### src/rtl/mem_access_unit_if.sv
// ============================================================================
//  Module      : mem_access_unit_if
//  Description : Request/response handshake plus data-memory port bundle for
//                the load/store memory access unit.
//  Revision    : 1.0  initial release
// ============================================================================
`default_nettype none

interface mem_access_unit_if #(
  parameter int ADDR_W = 5
);
  // Upstream request channel
  logic              req_valid;
  logic              req_ready;
  logic [2:0]        req_op;
  logic [31:0]       req_addr;
  logic [31:0]       req_wdata;
  // Downstream response channel
  logic              rsp_valid;
  logic              rsp_ready;
  logic [31:0]       rsp_rdata;
  logic              rsp_err;
  // Data-memory port (combinational read, synchronous write)
  logic              mem_we;
  logic [ADDR_W-1:0] mem_addr;
  logic [31:0]       mem_wdata;
  logic [31:0]       mem_rdata;

  // The access unit itself
  modport slave (
    input  req_valid, req_op, req_addr, req_wdata, rsp_ready, mem_rdata,
    output req_ready, rsp_valid, rsp_rdata, rsp_err, mem_we, mem_addr, mem_wdata
  );

  // The surrounding environment: requester, response sink and data memory
  modport master (
    output req_valid, req_op, req_addr, req_wdata, rsp_ready, mem_rdata,
    input  req_ready, rsp_valid, rsp_rdata, rsp_err, mem_we, mem_addr, mem_wdata
  );
endinterface

`default_nettype wire

### src/rtl/mem_access_unit.sv
// ============================================================================
//  Module      : mem_access_unit
//  Description : Single-outstanding load/store unit in front of a 32-bit
//                word-addressed data memory. Handles sign/zero-extended sub-word
//                loads and read-modify-write sub-word stores, and flags
//                misaligned or out-of-range accesses.
//  Revision    : 1.0  initial release
// ============================================================================
`default_nettype none

module mem_access_unit #(
  parameter int ADDR_W = 5
) (
  input  wire logic          clk,
  input  wire logic          clrn,
  mem_access_unit_if.slave   bus
);

  localparam logic [2:0] OP_LW  = 3'b000;
  localparam logic [2:0] OP_LH  = 3'b001;
  localparam logic [2:0] OP_LHU = 3'b010;
  localparam logic [2:0] OP_LB  = 3'b011;
  localparam logic [2:0] OP_LBU = 3'b100;
  localparam logic [2:0] OP_SW  = 3'b101;
  localparam logic [2:0] OP_SH  = 3'b110;
  localparam logic [2:0] OP_SB  = 3'b111;

  typedef enum logic [1:0] {
    S_IDLE  = 2'd0,
    S_READ  = 2'd1,
    S_WRITE = 2'd2,
    S_RESP  = 2'd3
  } state_t;

  state_t            state_q;
  logic [2:0]        op_q;
  logic [1:0]        lane_q;       // byte lane within the word, addr[1:0]
  logic [15:0]       wdata_q;      // sub-word store data (SH/SB)
  logic [31:0]       word_q;       // captured memory word, or full SW data
  logic              req_ready_q;
  logic              rsp_valid_q;
  logic [31:0]       rsp_rdata_q;
  logic              rsp_err_q;
  logic              mem_we_q;
  logic [ADDR_W-1:0] mem_addr_q;

  logic              req_err;
  logic [31:0]       load_data_d;
  logic [31:0]       wr_word;
  logic [7:0]        rd_byte;
  logic [15:0]       rd_half;

  // Decode misalignment / out-of-range for the request currently offered
  always_comb begin
    req_err = |bus.req_addr[31:ADDR_W+2];
    case (bus.req_op)
      OP_LW, OP_SW:         req_err = req_err | (bus.req_addr[1:0] != 2'b00);
      OP_LH, OP_LHU, OP_SH: req_err = req_err | bus.req_addr[0];
      default:              req_err = req_err;
    endcase
  end

  // Extract and extend the addressed lane of the word coming back from memory
  always_comb begin
    rd_byte     = bus.mem_rdata[{lane_q, 3'b000} +: 8];
    rd_half     = bus.mem_rdata[{lane_q[1], 4'b0000} +: 16];
    load_data_d = 32'd0;
    case (op_q)
      OP_LW:   load_data_d = bus.mem_rdata;
      OP_LH:   load_data_d = {{16{rd_half[15]}}, rd_half};
      OP_LHU:  load_data_d = {16'd0, rd_half};
      OP_LB:   load_data_d = {{24{rd_byte[7]}}, rd_byte};
      OP_LBU:  load_data_d = {24'd0, rd_byte};
      default: load_data_d = 32'd0;
    endcase
  end

  // Merge sub-word store data into the captured word; SW passes through as-is
  always_comb begin
    wr_word = word_q;
    case (op_q)
      OP_SH: begin
        if (lane_q[1]) wr_word[31:16] = wdata_q;
        else           wr_word[15:0]  = wdata_q;
      end
      OP_SB:   wr_word[{lane_q, 3'b000} +: 8] = wdata_q[7:0];
      default: wr_word = word_q;
    endcase
  end

  // Access sequencer with registered handshake and memory-control outputs
  always_ff @(posedge clk or negedge clrn) begin
    if (!clrn) begin
      state_q     <= S_IDLE;
      op_q        <= OP_LW;
      lane_q      <= 2'd0;
      wdata_q     <= 16'd0;
      word_q      <= 32'd0;
      req_ready_q <= 1'b1;
      rsp_valid_q <= 1'b0;
      rsp_rdata_q <= 32'd0;
      rsp_err_q   <= 1'b0;
      mem_we_q    <= 1'b0;
      mem_addr_q  <= '0;
    end else begin
      case (state_q)
        S_IDLE: begin
          if (bus.req_valid) begin
            op_q        <= bus.req_op;
            lane_q      <= bus.req_addr[1:0];
            wdata_q     <= bus.req_wdata[15:0];
            mem_addr_q  <= bus.req_addr[ADDR_W+1:2];
            req_ready_q <= 1'b0;
            if (req_err) begin
              // Faulting accesses never touch memory
              rsp_valid_q <= 1'b1;
              rsp_err_q   <= 1'b1;
              rsp_rdata_q <= 32'd0;
              state_q     <= S_RESP;
            end else if (bus.req_op == OP_SW) begin
              word_q   <= bus.req_wdata;
              mem_we_q <= 1'b1;
              state_q  <= S_WRITE;
            end else begin
              state_q <= S_READ;
            end
          end
        end

        S_READ: begin
          word_q <= bus.mem_rdata;
          if (op_q == OP_SH || op_q == OP_SB) begin
            mem_we_q <= 1'b1;
            state_q  <= S_WRITE;
          end else begin
            rsp_rdata_q <= load_data_d;
            rsp_valid_q <= 1'b1;
            state_q     <= S_RESP;
          end
        end

        S_WRITE: begin
          mem_we_q    <= 1'b0;
          rsp_valid_q <= 1'b1;
          rsp_rdata_q <= 32'd0;
          rsp_err_q   <= 1'b0;
          state_q     <= S_RESP;
        end

        S_RESP: begin
          if (bus.rsp_ready) begin
            rsp_valid_q <= 1'b0;
            rsp_rdata_q <= 32'd0;
            rsp_err_q   <= 1'b0;
            mem_addr_q  <= '0;
            req_ready_q <= 1'b1;
            state_q     <= S_IDLE;
          end
        end

        default: begin
          state_q     <= S_IDLE;
          req_ready_q <= 1'b1;
          mem_we_q    <= 1'b0;
        end
      endcase
    end
  end

  assign bus.req_ready = req_ready_q;
  assign bus.rsp_valid = rsp_valid_q;
  assign bus.rsp_rdata = rsp_rdata_q;
  assign bus.rsp_err   = rsp_err_q;
  assign bus.mem_we    = mem_we_q;
  assign bus.mem_addr  = mem_addr_q;
  // Write data only leaves the unit while the write strobe is up
  assign bus.mem_wdata = mem_we_q ? wr_word : 32'd0;

endmodule

`default_nettype wire

### src/flat_wrapper.sv
// flat-port wrapper written by rule: the top's interface ports become plain ports
module mem_access_unit_flat 
#(
  parameter int ADDR_W = 5
)
  (clk, clrn, bus_req_valid, bus_req_op, bus_req_addr, bus_req_wdata, bus_rsp_ready, bus_mem_rdata, bus_req_ready, bus_rsp_valid, bus_rsp_rdata, bus_rsp_err, bus_mem_we, bus_mem_addr, bus_mem_wdata);
  mem_access_unit_if #(.ADDR_W(ADDR_W)) bus_i ();
  input  wire logic clk;
  input  wire logic clrn;
  input wire logic [$bits(bus_i.req_valid)-1:0] bus_req_valid;
  input wire logic [$bits(bus_i.req_op)-1:0] bus_req_op;
  input wire logic [$bits(bus_i.req_addr)-1:0] bus_req_addr;
  input wire logic [$bits(bus_i.req_wdata)-1:0] bus_req_wdata;
  input wire logic [$bits(bus_i.rsp_ready)-1:0] bus_rsp_ready;
  input wire logic [$bits(bus_i.mem_rdata)-1:0] bus_mem_rdata;
  output wire logic [$bits(bus_i.req_ready)-1:0] bus_req_ready;
  output wire logic [$bits(bus_i.rsp_valid)-1:0] bus_rsp_valid;
  output wire logic [$bits(bus_i.rsp_rdata)-1:0] bus_rsp_rdata;
  output wire logic [$bits(bus_i.rsp_err)-1:0] bus_rsp_err;
  output wire logic [$bits(bus_i.mem_we)-1:0] bus_mem_we;
  output wire logic [$bits(bus_i.mem_addr)-1:0] bus_mem_addr;
  output wire logic [$bits(bus_i.mem_wdata)-1:0] bus_mem_wdata;
  assign bus_i.req_valid = bus_req_valid;
  assign bus_i.req_op = bus_req_op;
  assign bus_i.req_addr = bus_req_addr;
  assign bus_i.req_wdata = bus_req_wdata;
  assign bus_i.rsp_ready = bus_rsp_ready;
  assign bus_i.mem_rdata = bus_mem_rdata;
  assign bus_req_ready = bus_i.req_ready;
  assign bus_rsp_valid = bus_i.rsp_valid;
  assign bus_rsp_rdata = bus_i.rsp_rdata;
  assign bus_rsp_err = bus_i.rsp_err;
  assign bus_mem_we = bus_i.mem_we;
  assign bus_mem_addr = bus_i.mem_addr;
  assign bus_mem_wdata = bus_i.mem_wdata;
  mem_access_unit #(.ADDR_W(ADDR_W)) u_core (.clk(clk), .clrn(clrn), .bus(bus_i));
endmodule
### config.mk
export PLATFORM = sky130hd
export DESIGN_NAME = mem_access_unit_flat
export DESIGN_NICKNAME = d
export VERILOG_FILES = /design/src/rtl/mem_access_unit_if.sv /design/src/rtl/mem_access_unit.sv /design/src/flat_wrapper.sv
export SDC_FILE = /design/constraint.sdc
export NUM_CORES = 1
export LEC_CHECK = 0
export ABC_AREA = 1
export ABC_CLOCK_PERIOD_IN_PS = 2300
export CORE_ASPECT_RATIO = 0.75
export CORE_MARGIN = 5
export CORE_UTILIZATION = 44
export CTS_CLUSTER_SIZE = 10
export DETAILED_ROUTE_END_ITERATION = 7
export GPL_ROUTABILITY_DRIVEN = 0
export HOLD_SLACK_MARGIN = 0.06
export PLACE_DENSITY = 0.85
export SLEW_MARGIN = 0
export SYNTH_ARGS = -nofsm -noshare
export SYNTH_HDL_FRONTEND = slang
export SYNTH_SLANG_ARGS = --single-unit
### constraint.sdc
create_clock -name clk -period 2.3 [get_ports clk]
set_input_delay 0.575 -clock clk [delete_from_list [all_inputs] [get_ports clk]]
set_output_delay 0.575 -clock clk [all_outputs]
set_load 0.01 [all_outputs]
==> results of run 1 <==
==> state kept, by name (all words and copies together) (netlist names) <==
| signal | count |
|---|---|
| u_core.bus.rsp_rdata | 32 |
| u_core.word_q | 32 |
| u_core.wdata_q | 16 |
| u_core.bus.mem_addr | 5 |
| u_core.op_q | 3 |
| u_core.lane_q | 2 |
| u_core.state_q | 2 |
| u_core.bus.mem_we | 1 |
| u_core.bus.req_ready | 1 |
| u_core.bus.rsp_err | 1 |
| u_core.bus.rsp_valid | 1 |
==> per-stage QoR <==
stage	hold WS, ns	TNS (ns)	setup WS [ns]	power [W]
detailed placement	0.460	-16.16	-0.298	0.00978
floorplan	0.279	0	0.00626	0.00687
global route	0.157	-9.90	-0.362	0.0129
global placement	0.454	-11.96	-0.248	0.00960
CTS	0.145	-5.86	-0.261	0.0115
finish	0.131	-7.82	-0.309	0.0120
==> layout make-up <==
cell class	instances	area [µm²]	share of cell area
clock inverter	7	96.3	0.0104
tap	175	219	0.0236
sequential	96	2400	0.259
clock buffer	9	225	0.0243
multi-input combinational	695	3570	0.384
inverter	93	364	0.0392
timing repair buffer	256	2410	0.259
==> critical path, delay by kind of cell (launching register included) <==
family                     cells  cell delay (ns)
buffers and inverters          6             0.72
adders and majority gates      1             0.15
and+or+nand+nor                3             0.17
DFF                            1             0.43
AOI/OAI and AO/OA              1             0.19
==> path summary, 6_finish.rpt <==
| path | startpoint | endpoint | slack [ns] | depth (start not counted) |
|---|---|---|---|---|
| hold / removal | clrn | u_core.word_q[8]$_DFFE_PN0P_ | 0.13 | 1 |
| setup reg to reg | u_core.op_q[0]$_DFFE_PN0P_ | u_core.bus.rsp_rdata[24]$_DFFE_PN0P_ | 0.22 | 10 |
| hold reg to reg | u_core.word_q[4]$_DFFE_PN0P_ | u_core.word_q[4]$_DFFE_PN0P_ | 0.47 | 2 |
| min in group clk | u_core.word_q[4]$_DFFE_PN0P_ | u_core.word_q[4]$_DFFE_PN0P_ | 0.47 | 2 |
| max in group asynchronous | clrn | u_core.bus.rsp_rdata[25]$_DFFE_PN0P_ | 1.47 | 2 |
| setup / recovery | u_core.lane_q[1]$_DFFE_PN0P_ | bus_mem_wdata[26] | -0.31 | 11 |
==> power groups by stage <==
stage               Clock, W  Combinational, W  Sequential, W
finish               0.00165           0.00733        0.00305
global route         0.00173           0.00804        0.00311
detailed placement         0           0.00680        0.00298
floorplan                  0           0.00393        0.00294
global placement           0           0.00664        0.00296
CTS                  0.00165           0.00689        0.00298
==> cells in the mapped netlist (8+ instances only) <==
cell type	instances	area share
sky130_fd_sc_hd__nand2_1	356	0.22
sky130_fd_sc_hd__nand3_1	97	0.078
sky130_fd_sc_hd__dfrtp_1	95	0.38
sky130_fd_sc_hd__o21ai_0	88	0.071
sky130_fd_sc_hd__inv_1	84	0.051
sky130_fd_sc_hd__a21oi_1	53	0.043
sky130_fd_sc_hd__nor2_1	34	0.021
sky130_fd_sc_hd__clkbuf_1	22	0.013
sky130_fd_sc_hd__buf_2	16	0.013
sky130_fd_sc_hd__o21ai_1	13	0.011
sky130_fd_sc_hd__ha_1	12	0.024
sky130_fd_sc_hd__inv_2	8	0.0048
sky130_fd_sc_hd__or2_2	8	0.0081
==> metal layers <==
layer,global-route usage,vias up,part of all wire,wire length (µm)
li1,-,3435,-,-
met1,0.357,3369,0.40,9340
met2,0.420,492,0.44,10400
met3,0.102,77,0.13,3060
met4,0.0764,0,0.031,722
met5,0,-,0,0
==> cells by family after synthesis <==
family | synth area share
flops | 0.388
compound gates | 0.154
buf+inv | 0.0980
fa+ha+maj | 0.0242
simple gates | 0.335
==> timing repair <==
| item | 4_1_cts | 5_1_grt |
|---|---|---|
| hold buffers | 0 | 0 |
| setup endpoints to repair | 32 | 41 |
| setup buffers | 15 | 9 |
| pin swaps | 33 | 36 |
| gates cloned | 1 | 0 |
| resized for setup | 179 | 36 |
==> results.txt, run 1 <==
----------------------------------------------------
[Floorplanning]
  Area of the die ... 16600 µm²
  Area of the core ... between 10000 and 15000 µm²
  Row Count ... 37
  Chip Width ... 147 µm
  Total I/O pin count ... 176
  Initial Util ... 0.451
  DIE HEIGHT ... 113 µm

[Synthesis]
  Post-synthesis async set-or-reset flop share ... 1.00
  Number of register bits inferred by synthesis ... 96
  Sequential fraction of the synthesis area ... 0.388
  Nets in the synthesized netlist ... 1047
  Post-synthesis area per instance ... 6.65 µm²
  Synth warnings ... 0
  Number of library cell types mapped by synthesis ... 31
  Synthesized netlist cell count ... 932
  Number of flops mapped to enable cells by yosys ... 0
  Most common flop cell mapped by yosys ... sky130_fd_sc_hd__dfrtp_1
  Post-synthesis instance area ... 6190 µm²

[Worst setup path]
  Critical path capture point type ... output port
  Critical path data arrival time ... 2.03 ns
  Critical Path RT ... about 1.7 ns
  Element type at the critical path start ... flip-flop
  Worst path slowest cell ... sky130_fd_sc_hd__dfrtp_1
  Max Fanout on Critical Path ... 5
  Chain of cells forming the critical path ... buf_6 > ha_4 > nand2_4 > buf_4 > nand2_4 > inv_4 > buf_6 > buf_4 > nand2_1 > a31oi_2 > buf_2
  Category of the critical setup timing path ... reg -> out
  Highest cell delay on the worst timing path ... 0.43 ns

[Placement]
  Detailed Place HPWL ... 16300 µm
  Post-place instance area ... 8550 µm²
  Number of instances in the placed design ... about 1300
  Number of input and output port buffers inserted ... 175

[Route]
  Drt initial violations ... 889
  Number of nets with antenna violations after detailed routing ... 0
  Post-DR vias/cell ... 5.54
  Post-Route WL ... 23500 µm
  Final routed wire length divided by cell count ... between 15 and 20 µm
  DRC violations left ... 2
  DRT Pass-1 Iters ... 8
  Routed vias ... 7373

[Hold path]
  Type of the worst min-delay path ... in -> async

[Clocking]
  CTS H-tree lvls ... 3
  Reg clk slew, reported paths ... 0.07 ns
  Clock buffers created by TritonCTS ... 9
  Bufs on Longest Clock Path ... 2
  Clock insertion delay at the later pin of the skew report ... 0.36 ns
  CTS sink count ... 96
  TritonCTS clock tree ... yes
  Root buffer cell ... sky130_fd_sc_hd__clkbuf_16

[Power and ir drop]
  Flop pwr share ... 0.254
  Switching power summed over all nets ... 0.00560 W
  VDD IR max ... 0.799 mV
  Power density over the cells ... about 1300 nW/µm²
  Switching share of power ... 0.466
  Part of the total power dissipated in combinational logic ... 0.609
  Clock network fraction of design power ... 0.137
  Leakage power total ... 4.54 nW
  Cell internal pwr ... 0.00643 W

[Finish]
  # diodes ... 0
  Final design area excluding fillers ... 9290 µm²
  Most frequent cells in the layout ... sky130_fd_sc_hd__nand2_1, sky130_fd_sc_hd__clkdlybuf4s50_1, sky130_fd_sc_hd__dfrtp_1
  Core occupancy in the finished layout ... 0.675
  Number of nets in the layout ... 1266
  Leading cell type in the layout, fill and taps excluded ... sky130_fd_sc_hd__nand2_1
  Post-route non-filler standard cell count ... between 1000 and 1500
  Number of filler cells placed in the layout ... around 1100
  Layout cells sized above 1 ... 0.197
  Synthesis-to-layout area growth ... 49.9%

[STA]
  Final number of max-transition violations ... 0
  Final count of negative-setup-slack endpoints ... 32
  Slew @ Worst Pin ... 0.425 ns
  Final hold violation count ... 0
  Worst Skew ... around 0.0094 ns
  Unrepaired setup endpoints after global routing ... yes
  Final critical-path share of the clock period ... 1.13
  Worst slew margin relative to its limit ... 0.717
  Top achievable clock speed ... about 380 MHz
  Post-layout worst setup margin ... -0.309 ns
  Min cycle time layout ... 2.61 ns

[Global route]
  Overflow left after global routing ... 0
  Global-route wire length before repair ... 36000 µm
  Via count of the first global-routing pass ... 6960
  Global-route total usage across every layer ... 0.271
  Antenna violations before repair ... 0
  Maximum number of pins on one net before global-route repair ... 68

[Outcome]
  Status ... finished with violations
  Violations in the final reports ... DRC, setup timing

[Run]
  Max capacitance violation total ... 0

----------------------------------------------------
Note: power is estimated with default switching activity, not from simulation.
==> run 2: changes to the inputs <==
--- a/config.mk
+++ b/config.mk
@@ -13,7 +13,7 @@
 export CTS_CLUSTER_SIZE = 10
 export DETAILED_ROUTE_END_ITERATION = 7
 export GPL_ROUTABILITY_DRIVEN = 0
-export HOLD_SLACK_MARGIN = 0.06
+export HOLD_SLACK_MARGIN = 0.1
 export PLACE_DENSITY = 0.85
 export SLEW_MARGIN = 0
 export SYNTH_ARGS = -nofsm -noshare
==> results of run 2 <==
No change in the layout: final DEF, timing and power equal those of run 1.
